### config.mk
export PLATFORM = sky130hd
export DESIGN_NAME = uart_receive
export DESIGN_NICKNAME = d
export VERILOG_FILES = /design/src/rtl/uart_pkg.sv /design/src/rtl/uart_rx_sync.sv /design/src/rtl/uart_receive.sv
export SDC_FILE = /design/constraint.sdc
export NUM_CORES = 1
export LEC_CHECK = 0
export CAP_MARGIN = 30
export CORE_MARGIN = 2
export CORE_UTILIZATION = 35
export DETAILED_ROUTE_END_ITERATION = 7
export PLACE_DENSITY = 0.56
export REMOVE_ABC_BUFFERS = 1
export SYNTH_ARGS = -nofsm -noshare
export SYNTH_HDL_FRONTEND = slang
export SYNTH_SLANG_ARGS = --single-unit
### constraint.sdc
create_clock -name br -period 5.8 [get_ports br]
set_clock_uncertainty 0.15 [all_clocks]
set_input_delay 0.58 -clock br [delete_from_list [all_inputs] [get_ports br]]
set_output_delay 0.58 -clock br [all_outputs]
set_load 0.01 [all_outputs]
### src/rtl/uart_pkg.sv
// Shared definitions for the UART receive path: FSM state codes, default
// frame geometry, parity-config bit positions and the parity check helper.
package uart_pkg;

  localparam int OVERSAMPLE_DEF = 16;
  localparam int DATA_BITS_DEF  = 8;

  // Bit positions inside the 2-bit parity configuration (shared with transmit).
  localparam int PAR_EN  = 0;
  localparam int PAR_ODD = 1;

  typedef logic [2:0] rx_state_t;

  localparam rx_state_t ST_IDLE   = 3'd0;
  localparam rx_state_t ST_START  = 3'd1;
  localparam rx_state_t ST_DATA   = 3'd2;
  localparam rx_state_t ST_PARITY = 3'd3;
  localparam rx_state_t ST_STOP   = 3'd4;

  // True when data parity combined with the received parity bit disagrees
  // with the selected sense (odd_sel=1: total number of ones must be odd).
  function automatic logic parity_mismatch(input logic data_xor,
                                           input logic par_bit,
                                           input logic odd_sel);
    return ((data_xor ^ par_bit) != odd_sel);
  endfunction

endpackage

### src/rtl/uart_rx_sync.sv
// Brings the asynchronous serial line into the br domain and flags a
// high-to-low transition of the synchronised line. All flops idle high.
module uart_rx_sync (
  input  logic br,
  input  logic rst,
  input  logic rx,
  output logic rx_s,
  output logic rx_fall
);

  logic meta_q, meta_d;
  logic sync_q, sync_d;
  logic prev_q, prev_d;

  // Next-state for the two synchroniser stages and the one-cycle history flop.
  always_comb begin
    meta_d = rx;
    sync_d = meta_q;
    prev_d = sync_q;
  end

  // Synchroniser and history flops; reset to the idle line level.
  always_ff @(posedge br or posedge rst) begin
    if (rst) begin
      meta_q <= 1'b1;
      sync_q <= 1'b1;
      prev_q <= 1'b1;
    end else begin
      meta_q <= meta_d;
      sync_q <= sync_d;
      prev_q <= prev_d;
    end
  end

  assign rx_s    = sync_q;
  assign rx_fall = prev_q & ~sync_q;

endmodule

### src/rtl/uart_receive.sv
// UART receiver: validates the start bit at mid-bit, shifts in data bits
// LSB-first, optionally checks parity, checks the stop bit and presents the
// byte plus status flags to the host register block.
module uart_receive
  import uart_pkg::*;
#(
  parameter int OVERSAMPLE = OVERSAMPLE_DEF,
  parameter int DATA_BITS  = DATA_BITS_DEF
) (
  input  logic                 br,
  input  logic                 rst,
  input  logic                 rx,
  input  logic [1:0]           parity,
  input  logic                 rd,
  output logic [DATA_BITS-1:0] rbr,
  output logic                 data_ready,
  output logic                 parity_error,
  output logic                 framing_error,
  output logic                 overrun_error,
  output logic                 busy
);

  localparam int CW = (OVERSAMPLE > 2) ? $clog2(OVERSAMPLE) : 1;
  localparam int BW = (DATA_BITS > 1) ? $clog2(DATA_BITS) : 1;

  // Start-bit check happens half a bit in; every later sample is one full
  // bit after the previous, so all samples land mid-bit.
  localparam logic [CW-1:0] CNT_HALF = CW'(OVERSAMPLE / 2 - 1);
  localparam logic [CW-1:0] CNT_FULL = CW'(OVERSAMPLE - 1);
  localparam logic [BW-1:0] IDX_LAST = BW'(DATA_BITS - 1);

  logic rx_s;
  logic rx_fall;

  rx_state_t            state_q, state_d;
  logic [CW-1:0]        cnt_q, cnt_d;
  logic [BW-1:0]        bit_idx_q, bit_idx_d;
  logic [DATA_BITS-1:0] shift_q, shift_d;
  logic [1:0]           par_cfg_q, par_cfg_d;
  logic                 perr_q, perr_d;
  logic [DATA_BITS-1:0] rbr_q, rbr_d;
  logic                 data_ready_q, data_ready_d;
  logic                 parity_error_q, parity_error_d;
  logic                 framing_error_q, framing_error_d;
  logic                 overrun_error_q, overrun_error_d;
  logic                 busy_q, busy_d;

  uart_rx_sync u_sync (
    .br      (br),
    .rst     (rst),
    .rx      (rx),
    .rx_s    (rx_s),
    .rx_fall (rx_fall)
  );

  // Frame FSM, bit timing, deserialiser and host-visible status update.
  always_comb begin
    state_d         = state_q;
    cnt_d           = cnt_q;
    bit_idx_d       = bit_idx_q;
    shift_d         = shift_q;
    par_cfg_d       = par_cfg_q;
    perr_d          = perr_q;
    rbr_d           = rbr_q;
    data_ready_d    = data_ready_q;
    parity_error_d  = parity_error_q;
    framing_error_d = framing_error_q;
    overrun_error_d = overrun_error_q;

    // A host read clears status; a load in STOP below overrides this.
    if (rd) begin
      data_ready_d    = 1'b0;
      parity_error_d  = 1'b0;
      framing_error_d = 1'b0;
      overrun_error_d = 1'b0;
    end else begin
      data_ready_d    = data_ready_q;
      parity_error_d  = parity_error_q;
      framing_error_d = framing_error_q;
      overrun_error_d = overrun_error_q;
    end

    case (state_q)
      ST_IDLE: begin
        cnt_d = '0;
        // Edge-triggered so a held-low line (break) starts only one frame.
        if (rx_fall) begin
          state_d = ST_START;
        end else begin
          state_d = ST_IDLE;
        end
      end

      ST_START: begin
        if (cnt_q == CNT_HALF) begin
          cnt_d = '0;
          if (!rx_s) begin
            par_cfg_d = parity;
            bit_idx_d = '0;
            perr_d    = 1'b0;
            state_d   = ST_DATA;
          end else begin
            // Glitch shorter than half a bit: drop it silently.
            state_d = ST_IDLE;
          end
        end else begin
          cnt_d = cnt_q + 1'b1;
        end
      end

      ST_DATA: begin
        if (cnt_q == CNT_FULL) begin
          cnt_d     = '0;
          shift_d   = {rx_s, shift_q[DATA_BITS-1:1]};
          bit_idx_d = bit_idx_q + 1'b1;
          if (bit_idx_q == IDX_LAST) begin
            if (par_cfg_q[PAR_EN]) begin
              state_d = ST_PARITY;
            end else begin
              state_d = ST_STOP;
            end
          end else begin
            state_d = ST_DATA;
          end
        end else begin
          cnt_d = cnt_q + 1'b1;
        end
      end

      ST_PARITY: begin
        if (cnt_q == CNT_FULL) begin
          cnt_d   = '0;
          perr_d  = parity_mismatch(^shift_q, rx_s, par_cfg_q[PAR_ODD]);
          state_d = ST_STOP;
        end else begin
          cnt_d = cnt_q + 1'b1;
        end
      end

      ST_STOP: begin
        if (cnt_q == CNT_FULL) begin
          cnt_d           = '0;
          rbr_d           = shift_q;
          data_ready_d    = 1'b1;
          parity_error_d  = perr_q;
          framing_error_d = ~rx_s;
          overrun_error_d = data_ready_q & ~rd;
          state_d         = ST_IDLE;
        end else begin
          cnt_d = cnt_q + 1'b1;
        end
      end

      default: begin
        cnt_d   = '0;
        state_d = ST_IDLE;
      end
    endcase

    busy_d = (state_d != ST_IDLE);
  end

  // State and datapath registers; async reset abandons any partial frame.
  always_ff @(posedge br or posedge rst) begin
    if (rst) begin
      state_q         <= ST_IDLE;
      cnt_q           <= '0;
      bit_idx_q       <= '0;
      shift_q         <= '0;
      par_cfg_q       <= 2'b00;
      perr_q          <= 1'b0;
      rbr_q           <= '0;
      data_ready_q    <= 1'b0;
      parity_error_q  <= 1'b0;
      framing_error_q <= 1'b0;
      overrun_error_q <= 1'b0;
      busy_q          <= 1'b0;
    end else begin
      state_q         <= state_d;
      cnt_q           <= cnt_d;
      bit_idx_q       <= bit_idx_d;
      shift_q         <= shift_d;
      par_cfg_q       <= par_cfg_d;
      perr_q          <= perr_d;
      rbr_q           <= rbr_d;
      data_ready_q    <= data_ready_d;
      parity_error_q  <= parity_error_d;
      framing_error_q <= framing_error_d;
      overrun_error_q <= overrun_error_d;
      busy_q          <= busy_d;
    end
  end

  assign rbr           = rbr_q;
  assign data_ready    = data_ready_q;
  assign parity_error  = parity_error_q;
  assign framing_error = framing_error_q;
  assign overrun_error = overrun_error_q;
  assign busy          = busy_q;

endmodule

==> qor.csv, run 1 <==
metric;value;unit
wire length per cell;13.2;µm
xor/xnor cell area share of the yosys netlist;7.81;%
Iteration-0 DRC Markers;50;
vias in the first global route;1123;
largest family of logic cells by synthesized area;simple AND/OR/NAND/NOR gates;
Final setup viols;0;
clk sink count;37;
ys flop type;dfrtp_1;
CP Launch Type;register;
initial antenna violation count;0;
power per cell area;331;nW/µm²
Max Cap Violations;0;
arrival time worst endpoint;2.09;ns
HPWL Detailed;2020;µm
sequential fraction of the synthesis area;56.9;%
worst vdd ir;103;µV
status;finished clean;
H-tree depth;2;
worst min path class;register to register;
P&R area growth vs syn;19.2;%
first-pass iteration count of the detailed router;4;
min Tclk post-route;2.07;ns
CP Capture Type;register;
mux cell area share after synthesis;7.50;%
adder-cell area share of the yosys netlist;2.30;%
slew at the pin with the worst max-slew slack;0.669;ns
DR DRC count;0;
input/output buffers;18;
Yosys cell types;32;
worst skew pair latency;0.28;ns
setup_tns;0;ns
drt via density;4.86;
Die W;72.3;µm
Setup CP Type;register to register;
DR vias;1065;
overall power;645;µW
Slew Limit Headroom;55.3;%
global route total overflow;0;
RSZ-0062 raised after global routing;false;
CORE AREA;4410;µm²
Root Driver;clkbuf_8;
mapped cell area;1630;µm²
clock buffer depth;2;
TritonCTS clock tree;done;
largest net degree at the start of global routing;27;
Net count, final;175;
fillers;423;
Post-Route Utilization;44.1;%
row cnt;24;
cell leakage power;0.000923;µW
Num CTS Buffers;5;
Synth Warn #;0;
post-synthesis simple-gate area fraction;17.5;%
ys async rst share;100;%
Synth Instances;144;
# IOs;19;
final period utilization;35.7;%
Setup Fix Bufs, Post-CTS;0;
layout cells sized above 1;13.2;%
first-pass GRT wire length;5260;µm
Routed WL;2900;µm
GPL Wtd Cong;0.794;
post-route ant nets;0;
Mean Syn Cell Area;11.3;µm²
Slew Limit Fails;0;
worst path required time;5.82;ns
post_cts resized;0;
FMAX;483;MHz
flops & latches, synth;37;
Clock transition at path regs;0.07;ns
total track usage;13.2;%
initial core utilization;37.0;%
Antenna diodes;0;
Post-synth EDFFs;0;
Compound-Gate Fraction of Synth Area;5.13;%
Hold Fails Final Rpt;0;
die height;72.3;µm
Crit Path Max Fanout;14;
CTS Hold Buffers Added;0;
die area;5230;µm²
cells by family (layout without fill, tap and decap cells):
logic type / Yosys count / count (layout)
adders and majority gates: 3 / 3
AOI/OAI and AO/OA: 14 / 14
buffers and inverters: 9 / 32
xor gates and xnor gates: 13 / 13
and+or+nand+nor: 57 / 57
DFF: 37 / 37
muxes: 11 / 11
worst max-delay path: stages, from the launching register on:
cell and delay (ns):
dfrtp_1 0.40, ha_1 0.25, and3_2 0.23, nand3_1 0.51, mux2_2 0.42
cells in the mapped netlist, drive strengths merged (2+ instances only):
cell	number	area (µm²)
buf	4	28.8
a22o	2	17.5
o21ai	9	45.0
inv	5	18.8
nand3	7	35.0
nand2b	3	18.8
xor2	4	35.0
dfstp	3	78.8
ha	3	37.5
nor2	7	26.3
nand3b	3	22.5
nor2b	2	12.5
xnor2	8	70.1
dfrtp	34	851
mux2	10	113
nand2	27	101
cell type report:
| type | count | area [µm²] | area share [%] |
|---|---|---|---|
| Tap cell | 52 | 65.1 | 3.34 |
| Timing Repair Buffer | 19 | 188 | 9.63 |
| Clock buffer | 8 | 90.1 | 4.62 |
| Inverter | 5 | 18.8 | 0.963 |
| Sequential cell | 37 | 930 | 47.7 |
| Multi-Input combinational cell | 98 | 657 | 33.7 |
layer usage:
layer	global-route usage [%]	share of wire [%]
met2	21.8	48
met4	4.82	1.7
met5	0	0
met3	4.72	4.7
met1	15.7	46
through the flow:
| step | hold slack (ns) | std cells | area [µm²] | setup WS [ns] |
|---|---|---|---|---|
| after floorplan | 0.195 | 140 | 1610 | 3.98 |
| after global placement | 0.196 | 211 | 1860 | 3.81 |
| after detailed placement | 0.200 | 211 | 1860 | 3.70 |
| after CTS | 0.207 | 219 | 1950 | 3.69 |
| after global routing | 0.216 | 219 | 1950 | 3.62 |
| final | 0.207 | 219 | 1950 | 3.73 |
power by group:
group | total [µW] | leakage, µW | switching (µW) | internal [µW]
combinational | 129 | 0.000389 | 61.4 | 67.8
clock | 183 | 0.0000455 | 85.9 | 96.9
sequential | 333 | 0.000488 | 40.7 | 292
total | 645 | 0.000923 | 188 | 457
final timing paths:
kind                                end  cells past startpoint  slack [ns]     startpoint
min in group asynchronous  par_cfg_q[0]                      2        0.44            rst
min                         u_sync.rx_s                      0        0.21  u_sync.meta_q
max reg2reg                      rbr[3]                      4        3.73       cnt_q[0]
max                              rbr[3]                      4        3.73       cnt_q[0]
min reg2reg                 u_sync.rx_s                      0        0.21  u_sync.meta_q
max in group asynchronous   u_sync.rx_s                      3        4.32            rst
registers in the layout, indices dropped and copies added, names as in the netlist, 2 cells and up:
name and flops:
shift_q 8, cnt_q 4, bit_idx_q 3, par_cfg_q 2
rbr 8, state_q 3
layout by cell type (no fill, tap or decap), types with 2 or more instances in the layout:
cell type,instances
clkbuf_1,2
nand2b_1,3
o21ai_0,8
dfstp_2,3
nand2_1,27
xnor2_1,8
xor2_1,4
nor2b_1,2
nand3b_1,3
nor2_1,7
ha_1,3
clkbuf_8,6
mux2_2,10
dfrtp_1,34
clkdlybuf4s50_1,18
a22o_1,2
inv_1,5
nand3_1,7
No activity file was read; power rests on OpenSTA's default activity.
==> inputs of run 2 (changes only) <==
clock period = 2.11 ns   (was 5.8 ns; I/O delays follow)
==> run 2 against run 1 <==
  * Sequential cell count unchanged
  * Highest routed layer unchanged
  * First-iteration DRC count increased by 60%
  * Sequential share of layout area decreased by 0.36 points
  * Setup slack got worse by 3.6 ns
  * Via count increased by 0.38%
  * Cell area increased by 0.77%
  * Worst hold slack got worse by 0.025 ns
  * Die area unchanged
  * Routed wire length decreased by 1.9%
  * Register-to-register slack got worse by 3.6 ns
  * Count of clock-buffer cells in the layout decreased by 2
==> qor.csv, run 2 (synthesis gave the netlist of run 1 again) <==
metric;value;unit
Num CTS Buffers;5;
die area;5230;µm²
die height;72.3;µm
Post-Layout Cell Count;222;
input/output buffers;18;
most frequent cells in the layout;dfrtp_1, nand2_1, clkdlybuf4s50_1;
first-pass GRT wire length;5040;µm
CP Capture Type;register;
Hold Fails Final Rpt;0;
Crit path depth;6;
final period utilization;93.5;%
Slew Limit Headroom;69.3;%
TritonCTS clock tree;done;
arrival time worst endpoint;1.99;ns
GPL Wtd Cong;0.772;
HPWL Detailed;1980;µm
DR DRC count;0;
Slew Limit Fails;0;
vias in the first global route;1048;
initial antenna violation count;0;
Setup CP Type;register to register;
Root Driver;clkbuf_8;
Slowest-stage cell, CP;dfrtp_1;
post_cts resized;0;
reg-to-reg endpoint;overrun_error;
CP Launch Type;register;
Crit Path Max Fanout;9;
slowest stage delay, CP;0.40;ns
P&R area growth vs syn;20.1;%
Final setup viols;0;
Net count, final;178;
Iteration-0 DRC Markers;80;
Clock transition at path regs;0.07;ns
clock buffer depth;2;
post-route ant nets;0;
row cnt;24;
largest net degree at the start of global routing;38;
Routed WL;2850;µm
first-pass iteration count of the detailed router;4;
Max Cap Violations;0;
crit-path cells;ha_1 > and3_2 > nand3_1 > buf_4 > mux2i_1 > nor2_1;
worst min path class;input pin to register;
Antenna diodes;0;
Bufs and invs on worst path;1;
layout cells sized above 1;15.3;%
crit path capture;overrun_error;
worst vdd ir;395;µV
global route total overflow;0;
Critical path origin;cnt_q[0];
FMAX;507;MHz
RSZ-0062 raised after global routing;false;
min Tclk post-route;1.97;ns
H-tree depth;2;
Die W;72.3;µm
# IOs;19;
worst path required time;2.13;ns
total track usage;12.6;%
cell leakage power;0.000936;µW
CTS Hold Buffers Added;0;
Setup Fix Bufs, Post-CTS;0;
status;finished clean;
setup_tns;0;ns
reg2reg start;cnt_q[0];
wire length per cell;12.8;µm
DR vias;1069;
critical hold path startpoint;rx;
commonest non-fill, non-tap cell in the layout;dfrtp_1;
slew at the pin with the worst max-slew slack;0.459;ns
worst skew pair latency;0.28;ns
power per cell area;885;nW/µm²
Worst R2R Path Depth;6;
delay-heaviest family, CP;simple AND/OR/NAND/NOR gates;
Cells after DPL;214;
drt via density;4.82;
initial core utilization;37.0;%
clk sink count;37;
R2R setup slack;0.14;ns
CORE AREA;4410;µm²
==> run 2: layout make-up <==
cell class	instances	area, µm²
Clock buffer	6	72.6
Inverter	5	18.8
Sequential cell	37	930
Multi-Input combinational cell	98	657
Timing Repair Buffer	22	210
Tap cell	52	65.1
Clock inverter	2	10.0
Fill cell	414	2450
==> run 2: power breakdown <==
group	total, µW	internal, µW	switching [µW]
Combinational	357	187	170
Sequential	910	803	108
Clock	470	229	241
==> run 2: routing by layer <==
metal / track usage, % / wire length (µm) / part of all wire, %
met3: 3.19 / 111 / 3.9
met4: 5.03 / 17 / 0.60
met5: 0 / 0 / 0
met1: 17.4 / 1390 / 49
met2: 19.1 / 1330 / 47
==> run 2: how the worst min path moves through the flow <==
stage / to / slack [ns] / depth (start not counted)
floorplan: u_sync.meta_q / 0.07 / 0
global placement: u_sync.rx_s / 0.20 / 0
detailed placement: u_sync.rx_s / 0.20 / 0
CTS: u_sync.meta_q / 0.17 / 1
global route: u_sync.meta_q / 0.16 / 1
finish: u_sync.meta_q / 0.18 / 1
==> run 2: stage by stage <==
| step | area [µm²] | worst slack [ns] | hold WS (ns) | power [µW] | utilization, % |
|---|---|---|---|---|---|
| after floorplan | 1610 | 0.286 | 0.0655 | 1180 | - |
| after global placement | 1880 | 0.172 | 0.196 | 1270 | 42.6 |
| after detailed placement | 1880 | 0.111 | 0.199 | 1290 | 42.6 |
| after CTS | 1960 | 0.108 | 0.174 | 1770 | 44.5 |
| after global routing | 1960 | 0.00607 | 0.164 | 1870 | 44.5 |
| final | 1960 | 0.136 | 0.182 | 1740 | 44.5 |
==> inputs of run 3 (changes only) <==
ABC_AREA = 1   (was default)
DONT_BUFFER_PORTS = 1   (was default)
GPL_TIMING_DRIVEN = 0   (was default)
PLACE_DENSITY = 0.51   (was 0.56)
==> run 3 against run 2 <==
  * Cell count increased by 9.9%
  * Sequential power down 4.0%
  * Sequential cell count unchanged
  * Largest cell class unchanged
  * Maximum frequency grew 14%
  * Routed wire length increased by 7.0%
  * Core utilization fell by 4.8 points
  * Power down 6.8%
  * Critical path type unchanged
  * Die area rose by 2.7%
==> qor.csv, run 3 <==
metric;value;unit
final instance area;1860;µm²
Slew Limit Fails;0;
CP Capture Type;register;
clk sink count;37;
Root Driver;clkbuf_8;
largest family of logic cells by synthesized area;simple AND/OR/NAND/NOR gates;
status;finished clean;
Slowest-stage cell, CP;dfrtp_1;
Setup CP Type;register to register;
TritonCTS clock tree;done;
H-tree depth;2;
Net count, final;198;
Clock transition at path regs;0.07;ns
wire length per cell;12.5;µm
placed cell areas;1730;µm²
worst path required time;2.13;ns
Worst R2R Path Depth;5;
ys async rst share;100;%
sequential fraction of the synthesis area;55.3;%
post-synthesis simple-gate area fraction;22.6;%
total track usage;12.7;%
Reg area;930;µm²
power per cell area;869;nW/µm²
DR DRC count;0;
CP Launch Type;register;
CORE AREA;4690;µm²
commonest non-fill, non-tap cell in the layout;nand2_1;
final period utilization;81.8;%
RSZ-0062 raised after global routing;false;
initial antenna violation count;0;
xor/xnor cell area share of the yosys netlist;3.12;%
global route total overflow;0;
initial core utilization;35.8;%
Max Cap Violations;0;
Bufs and invs on worst path;0;
Num CTS Buffers;5;
Yosys cell types;27;
most frequent cells in the layout;nand2_1, dfrtp_1, inv_1;
largest net degree at the start of global routing;38;
Hold Fails Final Rpt;0;
setup_tns;0;ns
adder-cell area share of the yosys netlist;2.23;%
min Tclk post-route;1.73;ns
# IOs;19;
drt via density;4.82;
Post-synth EDFFs;0;
Synth Instances;179;
cell leakage power;0.000906;µW
input/output buffers;0;
Post-Route Utilization;39.7;%
Die W;73.3;µm
worst hold endpoint;u_sync.rx_s;
Setup Fix Bufs, Post-CTS;0;
flops & latches, synth;37;
mux cell area share after synthesis;0.670;%
critical hold path startpoint;u_sync.meta_q;
worst min path class;register to register;
DR vias;1175;
vias in the first global route;1118;
reg2reg start;cnt_q[0];
synth top area cells;dfrtp_1, nand2_1, dfstp_2;
Synth Warn #;0;
die height;73.3;µm
Iteration-0 DRC Markers;76;
layout cells sized above 1;12.6;%
post-route ant nets;0;
mapped cell area;1680;µm²
arrival time worst endpoint;1.75;ns
P&R area growth vs syn;10.8;%
worst vdd ir;255;µV
crit-path cells;ha_1 > nand3_4 > nor2_8 > o21ai_1 > a22o_1;
worst skew pair latency;0.28;ns
clock buffer depth;2;
Mean Syn Cell Area;9.39;µm²
HPWL Detailed;2170;µm
GPL Wtd Cong;0.798;
first-pass GRT wire length;5020;µm
Routed WL;3050;µm
fillers;474;
Antenna diodes;0;
Compound-Gate Fraction of Synth Area;10.9;%
R2R setup slack;0.38;ns
row cnt;25;
Multi-input gate area;664;µm²
slew at the pin with the worst max-slew slack;0.769;ns
reg-to-reg endpoint;bit_idx_q[1];
commonest cells in the netlist;nand2_1, dfrtp_1, inv_1, nor2_1, o21ai_0;
overall power;1620;µW
first-pass iteration count of the detailed router;4;
slowest stage delay, CP;0.38;ns
cell taking the most area after synthesis;dfrtp_1;
area share of the largest cell type after synthesis;50.6;%
Crit Path Max Fanout;18;
Cells on Worst Hold Path;0;
CTS Hold Buffers Added;5;
Critical path origin;cnt_q[0];
post_cts resized;0;
most common cell in the netlist;nand2_1;
FMAX;579;MHz
Slew Limit Headroom;48.6;%
Final setup viols;0;
ys flop type;dfrtp_1;
delay-heaviest family, CP;simple AND/OR/NAND/NOR gates;
die area;5380;µm²
Crit path depth;5;
run 3: cell count changes after synthesis, moves of 4 or more:
cell,delta
nor2_1,+6
o21ai_0,+4
o21ai_2,+8
inv_1,+11
mux2_2,-9
xnor2_1,-5
nand2_1,+23
run 3: power by group:
part | switching (µW) | internal [µW]
Sequential | 81.3 | 792
Combinational | 163 | 116
Clock | 232 | 234
run 3: routing by layer:
layer / up-vias / track usage (%) / wire (µm)
met5: - / 0 / 0
met1: 549 / 15.5 / 1360
met4: 0 / 5.45 / 42
met3: 4 / 5.49 / 182
met2: 26 / 19.7 / 1460
li1: 596 / - / -
run 3: final cells by class:
type,count,share of cell area (%)
Sequential cell,37,49.9
Multi-Input combinational cell,121,35.7
Clock buffer,8,4.30
Inverter,19,3.83
Tap cell,54,3.63
Timing Repair Buffer,5,2.69
run 3: kinds of logic (layout without fill, tap and decap cells):
group	after synthesis	after routing
AOI/OAI and AO/OA	28	28
xor gates and xnor gates	6	6
adders and majority gates	3	3
buffers and inverters	21	32
DFF	37	37
muxes	1	1
and+or+nand+nor	83	83
run 3: per-stage QoR:
step,hold WS [ns],worst slack [ns],cells
floorplan,0.0655,0.608,177
global placement,0.0656,0.445,231
detailed placement,0.0655,0.370,231
CTS,0.209,0.353,244
global route,0.210,0.258,244
finish,0.208,0.384,244
run 3: worst max path at each step:
stage | slack [ns] | to
2_1_floorplan | 0.61 | bit_idx_q[1]
3_3_place_gp | 0.45 | bit_idx_q[2]
3_5_place_dp | 0.37 | bit_idx_q[2]
4_1_cts | 0.35 | bit_idx_q[2]
5_1_grt | 0.26 | bit_idx_q[2]
6_report | 0.38 | bit_idx_q[1]
